[config.mk]
export PLATFORM = sky130hd
export DESIGN_NAME = bit8_1to4demux_buf
export DESIGN_NICKNAME = d
export VERILOG_FILES = /design/src/rtl/bit8_1to4demux_buf.sv
export SDC_FILE = /design/constraint.sdc
export NUM_CORES = 1
export LEC_CHECK = 0
export CAP_MARGIN = 20
export CORE_AREA = 2 2 93 95
export CTS_BUF_LIST = sky130_fd_sc_hd__clkbuf_16
export DETAILED_ROUTE_END_ITERATION = 16
export DIE_AREA = 0 0 95 97
export HOLD_SLACK_MARGIN = 0.15
export SLEW_MARGIN = 20
export SYNTH_ARGS = -nofsm -noshare
export SYNTH_HDL_FRONTEND = slang
export SYNTH_SLANG_ARGS = --single-unit
[constraint.sdc]
create_clock -name clk -period 2.08 [get_ports clk]
set_input_delay 0.416 -clock clk [delete_from_list [all_inputs] [get_ports clk]]
set_output_delay 0.416 -clock clk [all_outputs]
set_load 0.01 [all_outputs]
[src/rtl/bit8_1to4demux_buf.sv]
// ---------------------------------------------------------------------------
// bit8_1to4demux_buf
//   1-to-4 demultiplexer with a one-entry buffer on every output channel.
//   A source word is steered by {sel1,sel2} into one channel. The channel
//   holds it until its sink takes it. Each channel counts the words it has
//   delivered.
//
// Ports
//   clk, rst_n             clock / asynchronous active-low reset
//   in, in_valid, in_ready source handshake (in_ready is combinational)
//   sel1, sel2             destination index {sel1,sel2}: 00->out1 .. 11->out4
//   outN, outN_valid       per-channel held word and FULL flag
//   outN_ready             per-channel sink handshake
//   cntN                   per-channel delivery counters (wrapping)
// ---------------------------------------------------------------------------

// One channel: EMPTY/FULL buffer plus delivery counter.
module bit8_1to4demux_buf_chan #(
    parameter int WIDTH = 8,
    parameter int CNTW  = 8
) (
    input  logic             clk,
    input  logic             rst_n,
    input  logic             i_load,   // source transfer steered to this channel
    input  logic [WIDTH-1:0] i_data,
    input  logic             i_ready,  // sink takes the word this cycle
    output logic [WIDTH-1:0] o_data,
    output logic             o_valid,
    output logic [CNTW-1:0]  o_cnt
);
    localparam logic [0:0] ST_EMPTY = 1'b0;
    localparam logic [0:0] ST_FULL  = 1'b1;

    logic [0:0]       r_state;
    logic [WIDTH-1:0] r_data;
    logic [CNTW-1:0]  r_cnt;
    logic             w_dlv;

    assign w_dlv = (r_state == ST_FULL) && i_ready;

    always_ff @(posedge clk or negedge rst_n) begin
        if (!rst_n) begin
            r_state <= ST_EMPTY;
            r_data  <= '0;
            r_cnt   <= '0;
        end else begin
            // A load wins over a delivery: on a same-edge refill the channel
            // stays FULL holding the new word.
            if (i_load) begin
                r_state <= ST_FULL;
                r_data  <= i_data;
            end else if (w_dlv) begin
                r_state <= ST_EMPTY;
            end
            if (w_dlv)
                r_cnt <= r_cnt + CNTW'(1);
        end
    end

    assign o_data  = r_data;
    assign o_valid = (r_state == ST_FULL);
    assign o_cnt   = r_cnt;
endmodule

module bit8_1to4demux_buf #(
    parameter int WIDTH = 8,
    parameter int CNTW  = 8
) (
    input  logic             clk,
    input  logic             rst_n,
    input  logic [WIDTH-1:0] in,
    input  logic             in_valid,
    output logic             in_ready,
    input  logic             sel1,
    input  logic             sel2,
    output logic [WIDTH-1:0] out1,
    output logic [WIDTH-1:0] out2,
    output logic [WIDTH-1:0] out3,
    output logic [WIDTH-1:0] out4,
    output logic             out1_valid,
    output logic             out2_valid,
    output logic             out3_valid,
    output logic             out4_valid,
    input  logic             out1_ready,
    input  logic             out2_ready,
    input  logic             out3_ready,
    input  logic             out4_ready,
    output logic [CNTW-1:0]  cnt1,
    output logic [CNTW-1:0]  cnt2,
    output logic [CNTW-1:0]  cnt3,
    output logic [CNTW-1:0]  cnt4
);
    localparam int NUM_CH = 4;

    logic [1:0]                    w_sel;
    logic [NUM_CH-1:0]             w_rdy;
    logic [NUM_CH-1:0]             w_full;
    logic [NUM_CH-1:0]             w_load;
    logic [NUM_CH-1:0][WIDTH-1:0]  w_data;
    logic [NUM_CH-1:0][CNTW-1:0]   w_cnt;

    assign w_sel = {sel1, sel2};
    assign w_rdy = {out4_ready, out3_ready, out2_ready, out1_ready};

    // Ready looks only at the selected channel, never at in_valid, so a
    // source may change sel while waiting and the word follows the new sel.
    assign in_ready = ~w_full[w_sel] | w_rdy[w_sel];

    for (genvar g = 0; g < NUM_CH; g++) begin : g_ch
        assign w_load[g] = in_valid & in_ready & (w_sel == 2'(g));

        bit8_1to4demux_buf_chan #(
            .WIDTH (WIDTH),
            .CNTW  (CNTW)
        ) u_chan (
            .clk     (clk),
            .rst_n   (rst_n),
            .i_load  (w_load[g]),
            .i_data  (in),
            .i_ready (w_rdy[g]),
            .o_data  (w_data[g]),
            .o_valid (w_full[g]),
            .o_cnt   (w_cnt[g])
        );
    end

    assign {out4, out3, out2, out1}                         = w_data;
    assign {out4_valid, out3_valid, out2_valid, out1_valid} = w_full;
    assign {cnt4, cnt3, cnt2, cnt1}                         = w_cnt;
endmodule

---- Word level (Yosys, flattened, before mapping) ----
Index checks and enable logic that the tools add are counted.
word-level totals
  bits of input ports ..................... 17
  output and inout port bits .............. 69
  bits in registers ....................... 68
  word-level logic and storage cells ...... 48
cells by class
  bitwise gates (word level) .............. 7
  mux-type cells .......................... 12
  equal/unequal tests ..................... 3
  $lt $le $gt $ge ......................... 1
  reductions and logical operators ........ 9
  add/sub/neg operators ................... 4
operators with widths
  cell                 count
  $add 8x1->8 const B  4
  $mux 1               10
  $reduce_bool 2->1    4
  $and 1x1->1          5
  $bmux 1 s2           2
  $eq 2x2->1 const B   2
  $logic_and 1x1->1    4
  $lt 2x3->1 const B   1
  $eq 2x1->1 const B   1
  $logic_not 2->1      1
  $not 1->1            1
  $or 1x1->1           1

---- Depth between registers and ports, before layout ----
  depth in word-level cells ............... 7
  gate-level depth with buffers ........... 4
  gate-level depth less buffers ........... 4

---- Hierarchy ----
A second synthesis with hierarchy kept.
unflattened totals
  cell total of the unflattened synthesis .. 201
  area total of the unflattened synthesis .. 2864.0 um2
modules (own cells, without submodules)
  module                   area an instance (um2)  seq. area each (um2)  cells each  times used
  bit8_1to4demux_buf_chan  690.7                   425.4                 48          4
  bit8_1to4demux_buf       101.3                   0.0                   9           1

---- Worst setup path before layout ----
No wires, ideal clock.
  path kind ............................... input to output
  start point ............................. in out3_ready
  end point ............................... out in_ready
  path slack .............................. 0.552 ns
  path buffers ............................ 0
  cell stages on the path ................. 2
  arrival ................................. 1.112 ns
  path through ............................ nand2b_1 mux4_1
on the way
  cells in the longest elaborated chain, start to end .. 3
RTL lines
  item                          RTL line  text
  start: declaration            86        input logic out3_ready,
  $bmux 1 s2                    107       assign in_ready = ~w_full[w_sel] | w_rdy[w_sel];
  $mux 1 (not written as such)  107
  $or 1x1->1                    107
  end: declaration              73        output logic in_ready,
Every way passes these cells. The select of a mux whose other input is x is not followed.

---- Worst setup path after layout ----
Ends and elaborated chain as after synthesis.

==> flow_metrics.py <==
metrics = {
    "logic_synthesis": {
        "ys_ff_latch": 68,
        "synth_top_cells_by_area": "sky130_fd_sc_hd__dfrtp_1, sky130_fd_sc_hd__mux2_2, sky130_fd_sc_hd__xnor2_1",
        "ys_async_sr_fraction": 1.00,
        "synthesis.yosys.warnings": 0,
        "netlist-cell-type-count": 26,
        "synth-main-ff-cell": "sky130_fd_sc_hd__dfrtp_1",
        "ys_top_cells_by_count": "sky130_fd_sc_hd__dfrtp_1, sky130_fd_sc_hd__mux2_2, sky130_fd_sc_hd__xnor2_1, sky130_fd_sc_hd__nand2_1, sky130_fd_sc_hd__nand4_1",
        "syn-cell-area_um2": 2780,
        "yosysMostFrequentCell": "sky130_fd_sc_hd__dfrtp_1",
        "postSynthAreaPerCell_um2": 14.1,
        "synth-edff-count": 0,
        "cell_type_with_the_largest_total_area_after_synthesis": "sky130_fd_sc_hd__dfrtp_1",
        "ys_seq_area_frac": 0.613,
        "syn-num-nets": 218,
        "synthDominantCellAreaShare": 0.613,
        "post_synthesis_cell_count": 197,
    },
    "placed_design": {
        "dp.final_hpwl_um": 4090,
        "cell_count_after_placement": 400,
        "dp_worst_setup_slack_ns": -0.415,
        "gp_congestion": 0.684,
        "numPortBuffers": 85,
    },
    "sta": {
        "clock_period_minus_final_worst_setup_slack_ns": 2.05,
        "setup_viol": 0,
        "fmax_mhz": 487,
        "timing_worst_slew_pin_value_ns": 0.385,
        "final_min_period_over_clock_period": 0.987,
        "grt_setup_unrepaired": "false",
        "max_transition_viols_final": 0,
        "timing.clock.skew_ns": 0.00614,
        "layout_setup_ws_ns": 0.0268,
        "slew_headroom": 0.743,
        "number_of_failing_hold_endpoints_at_the_final_stage": 0,
    },
    "routing": {
        "routedWlPerCell_um": 13.9,
        "number_of_detailed_route_iterations_in_the_first_pass": 4,
        "detail_route.vias_per_cell": 4.56,
        "drc_errors": 0,
        "drt_iter0_drc": 31,
        "drt-total-wl_um": 5770,
        "drtAntennaViolNets": 0,
        "detailroute.via_count": 1896,
    },
    "cts": {
        "cts_made_buffers": 9,
        "postCtsSetupRepairBufs": 0,
        "cts-htree-levels": 3,
        "tritoncts": "built",
        "clockBufferDepth": 2,
        "clock_latency_ns": 0.32,
        "clock-root-buffer": "sky130_fd_sc_hd__clkbuf_16",
        "number_of_sinks_handled_by_clock_tree_synthesis": 68,
        "clk_transition_reported_paths_ns": 0.05,
    },
    "critical_path": {
        "worstSetupStartpoint": "out3_ready",
        "rr_endpoint": "g_ch[1].u_chan.o_data[2]$_DFFE_PN0P_",
        "crit_required_ns": 1.66,
        "r2r_start": "g_ch[1].u_chan.o_valid$_DFFE_PN0P_",
        "critPathCapture": "in_ready",
        "critPathLaunchType": "input pin",
        "critPathMaxFanout": 2,
        "timing.reg2reg.worst_path_depth": 5,
        "critical_path_class": "input pin to primary output",
        "setup.reg_to_reg.worst_slack_ns": 0.63,
        "timing.critical_path.to_type": "primary output",
        "timing.critical_path.arrival_ns": 1.64,
    },
    "finish": {
        "drive_above_1_share": 0.238,
        "instances_no_fill": 416,
        "antenna_cells_inserted": 0,
        "final_net_count": 328,
        "final_core_util": 0.512,
        "area_growth_syn_to_layout_pct": 50.0,
    },
    "floorplanning": {
        "std_cell_rows": 33,
        "fp.dieArea_um2": 9220,
        "floorplan.io_pins": 86,
        "initial_utilization": 0.341,
        "fp.coreArea_um2": 8130,
        "fp.dieW_um": 95,
        "die_y_um": 97,
    },
    "grt": {
        "grt_antenna_before_repair": 0,
        "via_count_of_the_first_global_routing_pass": 1912,
        "global_route.overflow_total": 0,
        "grtUsageTotal": 0.138,
        "pin_count_of_the_biggest_net_entering_global_routing": 69,
        "grt_pass1_wl_um": 9640,
    },
    "run_status": {
        "outcome": "complete, no violations",
    },
    "pwr": {
        "lkg_pwr_nw": 1.80,
        "max_ir_drop_vdd_mv": 0.518,
        "power_density_nw_per_um2": 1070,
    },
    "hold_path": {
        "worstHoldPathType": "register to register",
    },
    "job": {
        "drv_cap": 0,
    },
}
[routing by layer]
metal | vias to the layer above | share of wire | GRT usage
met1 | 923 | 0.44 | 0.169
met5 | - | 0 | 0
met3 | 11 | 0.068 | 0.0553
li1 | 908 | - | -
met2 | 54 | 0.47 | 0.212
met4 | 0 | 0.021 | 0.0635
[how the worst min path moves through the flow]
stage                                              startpoint                                  end  slack, ns  cells after the start
after global placement    g_ch[3].u_chan.o_cnt[7]$_DFFE_PN0P_  g_ch[3].u_chan.o_cnt[7]$_DFFE_PN0P_       0.46                      1
after global routing      g_ch[3].u_chan.o_cnt[7]$_DFFE_PN0P_  g_ch[3].u_chan.o_cnt[7]$_DFFE_PN0P_       0.50                      1
final                     g_ch[2].u_chan.o_cnt[7]$_DFFE_PN0P_  g_ch[2].u_chan.o_cnt[7]$_DFFE_PN0P_       0.47                      1
after detailed placement                                rst_n  g_ch[1].u_chan.o_cnt[6]$_DFFE_PN0P_       0.47                      2
after floorplan                                         rst_n  g_ch[0].u_chan.o_cnt[0]$_DFFE_PN0P_       0.12                      0
after CTS                 g_ch[2].u_chan.o_cnt[7]$_DFFE_PN0P_  g_ch[2].u_chan.o_cnt[7]$_DFFE_PN0P_       0.47                      1
[registers in the layout (all words and copies together), names as in the netlist]
signal	count
g_ch.u_chan.o_cnt	32
g_ch.u_chan.o_data	32
g_ch.u_chan.o_valid	4
[report_power, final]
part | internal (W) | switching, W
clock | 0.000777 | 0.000512
combinational | 0.000814 | 0.000457
sequential | 0.00163 | 0.000280
total | 0.00322 | 0.00125
[area by class of cell]
cell class                      instances  area [µm²]
Fill cell                             710        3970
Tap cell                              105         131
Multi-Input combinational cell        125        1090
Timing Repair Buffer                  101         990
Clock buffer                            9         225
Inverter                                2        7.51
Clock inverter                          6        25.0
Sequential cell                        68        1700
[worst max-delay path: stages]
cell and delay (ns):
sky130_fd_sc_hd__clkdlybuf4s50_1 0.45, sky130_fd_sc_hd__nand2b_4 0.16, sky130_fd_sc_hd__mux4_2 0.46, sky130_fd_sc_hd__buf_2 0.16
[through the flow]
step	hold slack, ns	instance area, µm²	power [W]	setup TNS (ns)
global placement	0.461	3880	0.00319	-0.405
detailed placement	0.467	3880	0.00322	-0.415
CTS	0.474	4150	0.00454	0
global route	0.503	4170	0.00474	0
floorplan	0.120	2780	0.00240	0
finish	0.470	4170	0.00447	0
[logic make-up after synthesis]
family	Yosys count	synth area share
flops	68	0.613
buf+inv	4	0.00585
simple gates	54	0.116
fa+ha+maj	4	0.0180
xor+xnor	28	0.0883
mux	37	0.155
compound gates	2	0.00360
[layout by cell type (no fill, tap or decap), drive strengths merged]
cell / n
dlygate4sd2: 1
o21ai: 2
nor2: 5
nor2b: 1
ha: 4
dfrtp: 68
xor2: 5
and4: 3
nand4: 9
clkinv: 4
nor3: 1
inv: 4
or3b: 2
mux4: 1
mux2: 36
dlymetal6s2s: 1
nand3: 4
clkbuf: 9
clkdlybuf4s50: 81
and3: 3
xnor2: 23
nand2b: 4
nor3b: 3
dlygate4sd3: 1
and2: 1
buf: 17
nand2: 18
[repair_timing]
action	in CTS	in global routing
pin swaps	0	0
resized for setup	8	3
hold endpoints to repair	68	0
endpoints found under the setup margin	1	1
hold buffers	1	0
Note: power is estimated with default switching activity, not from simulation.
